$ cat config.mk
export PLATFORM = sky130hd
export DESIGN_NAME = fir_mac_engine
export DESIGN_NICKNAME = d
export VERILOG_FILES = /design/src/rtl/fir_pkg.sv /design/src/rtl/fir_mac_engine_mac_datapath.sv /design/src/rtl/fir_mac_engine.sv
export SDC_FILE = /design/constraint.sdc
export NUM_CORES = 1
export LEC_CHECK = 0
export CORE_MARGIN = 2
export CORE_UTILIZATION = 50
export CTS_CLUSTER_DIAMETER = 200
export DETAILED_ROUTE_END_ITERATION = 10
export PLACE_DENSITY = 0.81
export SLEW_MARGIN = 40
export SYNTH_ARGS = -nofsm -noshare
export SYNTH_HDL_FRONTEND = slang
export SYNTH_SLANG_ARGS = --single-unit
export TNS_END_PERCENT = 1
$ cat constraint.sdc
create_clock -name clk -period 5.91 [get_ports clk]
set_clock_uncertainty 0.2 [all_clocks]
set_input_delay 1.182 -clock clk [delete_from_list [all_inputs] [get_ports clk]]
set_output_delay 1.182 -clock clk [all_outputs]
set_load 0.05 [all_outputs]
$ cat src/rtl/fir_pkg.sv
// Shared types and helpers for the FIR filter datapath.
// Holds the sequencing state encoding and accumulator sizing.
package fir_pkg;

  typedef enum logic [1:0] {
    ST_IDLE  = 2'd0,
    ST_SHIFT = 2'd1,
    ST_MAC   = 2'd2
  } state_t;

  // Guard bits cover the growth from summing num_taps products.
  function automatic int acc_w(
    input int dw,
    input int cw,
    input int nt
  );
    return dw + cw + $clog2(nt);
  endfunction

endpackage

$ cat src/rtl/fir_mac_engine_mac_datapath.sv
// Signed multiplier, sign extension, accumulator and output register
// for the FIR multiply-accumulate engine.
module mac_datapath
  import fir_pkg::*;
#(
  parameter int DATA_WIDTH = 8,
  parameter int COEF_WIDTH = 8,
  parameter int ACC_WIDTH  = 19
) (
  input  logic                         i_clk,
  input  logic                         i_rst_n,
  input  logic                         i_clr,
  input  logic                         i_en,
  input  logic                         i_last,
  input  logic signed [DATA_WIDTH-1:0] i_tap,
  input  logic signed [COEF_WIDTH-1:0] i_coef,
  output logic signed [ACC_WIDTH-1:0]  o_y,
  output logic                         o_y_valid
);

  localparam int PW = DATA_WIDTH + COEF_WIDTH;

  logic signed [PW-1:0]        w_tap_ext;
  logic signed [PW-1:0]        w_coef_ext;
  logic signed [PW-1:0]        w_prod;
  logic signed [ACC_WIDTH-1:0] w_prod_ext;
  logic signed [ACC_WIDTH-1:0] w_sum;
  logic signed [ACC_WIDTH-1:0] r_acc;
  logic signed [ACC_WIDTH-1:0] r_y;
  logic                        r_y_valid;

  assign w_tap_ext  = {{COEF_WIDTH{i_tap[DATA_WIDTH-1]}}, i_tap};
  assign w_coef_ext = {{DATA_WIDTH{i_coef[COEF_WIDTH-1]}}, i_coef};
  assign w_prod     = w_tap_ext * w_coef_ext;
  assign w_prod_ext = {{(ACC_WIDTH-PW){w_prod[PW-1]}}, w_prod};
  assign w_sum      = r_acc + w_prod_ext;

  always_ff @(posedge i_clk or negedge i_rst_n) begin
    if (!i_rst_n) begin
      r_acc <= '0;
    end else if (i_clr) begin
      r_acc <= '0;
    end else if (i_en) begin
      r_acc <= w_sum;
    end
  end

  // The final tap bypasses the accumulator so the result is ready one cycle sooner.
  always_ff @(posedge i_clk or negedge i_rst_n) begin
    if (!i_rst_n) begin
      r_y       <= '0;
      r_y_valid <= 1'b0;
    end else begin
      r_y_valid <= i_en && i_last;
      if (i_en && i_last) begin
        r_y <= w_sum;
      end
    end
  end

  assign o_y       = r_y;
  assign o_y_valid = r_y_valid;

endmodule

$ cat src/rtl/fir_mac_engine.sv
// FIR sequencing stage: sample handshake, shift strobe, tap walk
// and multiply-accumulate into a full-precision output.
module fir_mac_engine
  import fir_pkg::*;
#(
  parameter int DATA_WIDTH = 8,
  parameter int COEF_WIDTH = 8,
  parameter int NUM_TAPS   = 8,
  parameter int ACC_WIDTH  = acc_w(DATA_WIDTH, COEF_WIDTH, NUM_TAPS)
) (
  input  logic                          clk,
  input  logic                          rst_n,
  input  logic                          sample_valid,
  output logic                          sample_ready,
  output logic                          shift_en,
  output logic [$clog2(NUM_TAPS)-1:0]   tap_index,
  input  logic signed [DATA_WIDTH-1:0]  tap_data,
  input  logic signed [COEF_WIDTH-1:0]  coef_data,
  output logic signed [ACC_WIDTH-1:0]   y_out,
  output logic                          y_valid
);

  localparam int TW = $clog2(NUM_TAPS);
  localparam logic [TW-1:0] LAST_TAP = TW'(NUM_TAPS - 1);

  state_t        r_state;
  state_t        w_state_nxt;
  logic [TW-1:0] r_tap;
  logic          r_alive;
  logic          w_mac;
  logic          w_last;

  assign w_mac  = (r_state == ST_MAC);
  assign w_last = w_mac && (r_tap == LAST_TAP);

  always_comb begin
    w_state_nxt = r_state;
    unique case (r_state)
      ST_IDLE:  if (sample_valid && sample_ready) w_state_nxt = ST_SHIFT;
      ST_SHIFT: w_state_nxt = ST_MAC;
      ST_MAC:   if (w_last) w_state_nxt = ST_IDLE;
      default:  w_state_nxt = ST_IDLE;
    endcase
  end

  // r_alive holds off sample_ready until the first edge after reset release.
  always_ff @(posedge clk or negedge rst_n) begin
    if (!rst_n) begin
      r_state <= ST_IDLE;
      r_tap   <= '0;
      r_alive <= 1'b0;
    end else begin
      r_state <= w_state_nxt;
      r_alive <= 1'b1;
      if (w_mac && !w_last) begin
        r_tap <= r_tap + 1'b1;
      end else begin
        r_tap <= '0;
      end
    end
  end

  assign sample_ready = r_alive && (r_state == ST_IDLE);
  assign shift_en     = (r_state == ST_SHIFT);
  assign tap_index    = r_tap;

  mac_datapath #(
    .DATA_WIDTH (DATA_WIDTH),
    .COEF_WIDTH (COEF_WIDTH),
    .ACC_WIDTH  (ACC_WIDTH)
  ) u_mac (
    .i_clk     (clk),
    .i_rst_n   (rst_n),
    .i_clr     (shift_en),
    .i_en      (w_mac),
    .i_last    (w_last),
    .i_tap     (tap_data),
    .i_coef    (coef_data),
    .o_y       (y_out),
    .o_y_valid (y_valid)
  );

endmodule

==> results.yml <==
global_route:
  grt_pass1_vias: 4239
  grt_use_total_pct: 22.7
  grt-ovfl-total: 0
  grt_pass1_wl_microns: 20100
  grt_antenna_before_repair: 0
  grt_max_degree: 46
yosys:
  yosysTopAreaCell: "fa_1"
  synth_top_area_share_pct: 32.6
  syn_inst: 497
  syn_area_per_cell_sq_um: 10.4
  synthTopCellsByArea: "fa_1 33%, dfrtp_1 22%, ha_1 12%"
  ys_ff_latch: 45
  ys_types: 44
  async_reset_ff_share_pct: 100
  synth_edf_count: 0
  synth-seq-area-share_pct: 21.8
  yosysWarnings: 0
  synth_nets: 649
  synth_flop_cell: "dfrtp_1"
  synth_area_sq_mm: 0.00516
routing:
  drtIter0Drc: 174
  ant_nets: 0
  vias: 3776
  totalWireLength_microns: 11500
  wl_per_cell_microns: 15.7
  vias_per_cell: 5.17
  dr.pass1.iters: 5
  drcViolationCount: 0
timing:
  setup_viol: 0
  tightestPinTransition_ns: 0.576
  post-route-period-util_pct: 97.8
  fin_tns_setup_ns: 0
  min_period_ns: 5.78
  maxSlewHeadroom_pct: 61.5
  report.final.slew_viol_count: 0
  max_freq_ghz: 0.173
  finalHoldViolCount: 0
critical_path:
  reg2reg_depth: 17
  start_kind: "input port"
  cp.required_ns: 5.93
  worst_ep_arrival_time_ns: 5.80
  crit_fanout: 7
  critical_path_class: "input port to flop"
  cp-end-kind: "flop"
cts:
  post_cts_buffers: 0
  cts-buffers-inserted: 5
  clock-root-buffer: "clkbuf_8"
  clock_path_buffers: 2
  insertion_delay_ns: 0.30
  cts_tree: "yes"
  htreeDepth: 2
  cts.clk_slew.worst_paths_ns: 0.08
  cts_hold_buf: 0
  numClockSinks: 45
placed_design:
  io_buffers: 43
  hpwl_microns: 9500
  post-place-cells: 724
  post_dp_cell_area_sq_mm: 0.00616
  gp_congestion: 0.890
floorplan:
  fp.coreArea_sq_mm: 0.0102
  fp.dieW_microns: 106
  start_util_pct: 50.7
  die_y_microns: 106
  die_area_sq_mm: 0.0112
  pin_count: 44
  rows: 37
hold_path:
  worstHoldPathType: "flop to flop"
  hold_depth: 1
cells_and_area:
  stdcell_count: 731
  final_common_cell: "inv_1"
  synthToLayoutAreaGrowth_pct: 22.9
  final_cell_mix: "101 x inv_1, 81 x fa_1, 54 x buf_4, 48 x nand2_1"
  antenna-diode-count: 0
  fin_nets: 747
  fin_area_sq_mm: 0.00635
  drive_above_1_share_pct: 18.2
  post-route-util_pct: 62.3
run:
  drv_cap: 0
outcome:
  outcome: "finished, final reports clean"
[state kept, by name, summed over array words and instances (netlist names)]
signal,flops
u_mac.o_y_valid,1
r_state,2
u_mac.r_acc,19
u_mac.o_y,19
tap_index,3
r_alive,1
[through the flow]
stage | worst slack, ns | hold slack (ns)
4_1_cts | -0.00714 | 0.278
6_report | 0.130 | 0.272
3_5_place_dp | -0.575 | 0.265
3_3_place_gp | -0.491 | 0.246
5_1_grt | -0.0136 | 0.322
2_1_floorplan | 0.0611 | 0.276
[routing by layer]
metal / track usage (%) / vias up / wire [microns]
met5: 0 / - / 0
met2: 40.1 / 84 / 6040
met3: 2.84 / 27 / 402
li1: - / 1743 / -
met4: 5.92 / 0 / 304
met1: 29.5 / 1922 / 4750
[kinds of logic after synthesis]
| kind of cell | count (synthesis) | share of synthesized area, % |
|---|---|---|
| fa+ha+maj | 133 | 44.4 |
| simple gates | 115 | 11.3 |
| buf+inv | 110 | 8.21 |
| compound gates | 68 | 9.67 |
| flops | 45 | 21.8 |
| xor+xnor | 19 | 3.22 |
| mux | 6 | 1.31 |
| other cells | 1 | 0.0726 |
[Yosys cell counts (all sizes together), types with 2 or more instances]
library cell and n:
a21o 9, nor2 11, o21bai 2, o31a 3, o31ai 4, and2 34
nand2 50, a41oi 2, inv 101, buf 2, o21ai 24, xor2 10
mux2 6, o21a 4, nor2b 5, a31oi 2, fa 84, nand2b 3
ha 49, nand3b 5, o2bb2ai 8, a21oi 6, clkbuf 6, dfrtp 45
xnor2 9, or3 3
[final timing paths]
kind                                                  from                          end  slack (ns)
worst max-delay path                          coef_data[1]  u_mac.r_acc[17]$_DFFE_PN0P_        0.13
worst max register to register  u_mac.r_acc[6]$_DFFE_PN0P_    u_mac.o_y[12]$_DFFE_PN0P_        1.18
min in group asynchronous                            rst_n       tap_index[1]$_DFF_PN0_        0.67
max in group asynchronous                            rst_n   u_mac.r_acc[4]$_DFFE_PN0P_        4.46
worst min register to register      tap_index[0]$_DFF_PN0_       tap_index[0]$_DFF_PN0_        0.27
worst min-delay path                tap_index[0]$_DFF_PN0_       tap_index[0]$_DFF_PN0_        0.27
[cell type report]
type / count / area (sq um)
fill: 799 / 3840
clock buffer: 6 / 82.6
timing repair buffer: 99 / 850
inverter: 102 / 384
tap: 136 / 170
sequential: 45 / 1130
clock inverter: 1 / 7.51
multi-input combinational: 342 / 3730
[what timing repair did]
| action | CTS | global route |
|---|---|---|
| setup endpoints to repair | 20 | 18 |
| resized for setup | 24 | 28 |
| gates cloned | 0 | 0 |
| pin swaps | 8 | 17 |
[critical path, stage by stage]
cell and delay, ns:
dlygate4sd2_1 0.30, and2_2 0.30, buf_4 0.19, fa_1 0.48, inv_1 0.06, fa_1 0.53
inv_1 0.05, fa_1 0.50, inv_1 0.05, fa_1 0.53, inv_1 0.05, ha_1 0.29
ha_1 0.34, buf_4 0.16, a21o_1 0.20, o31a_1 0.31, o32ai_2 0.25
Power is left out: the tool's default activity adds up to more than one toggle a clock period on the data nets, which glitch-free logic cannot reach.
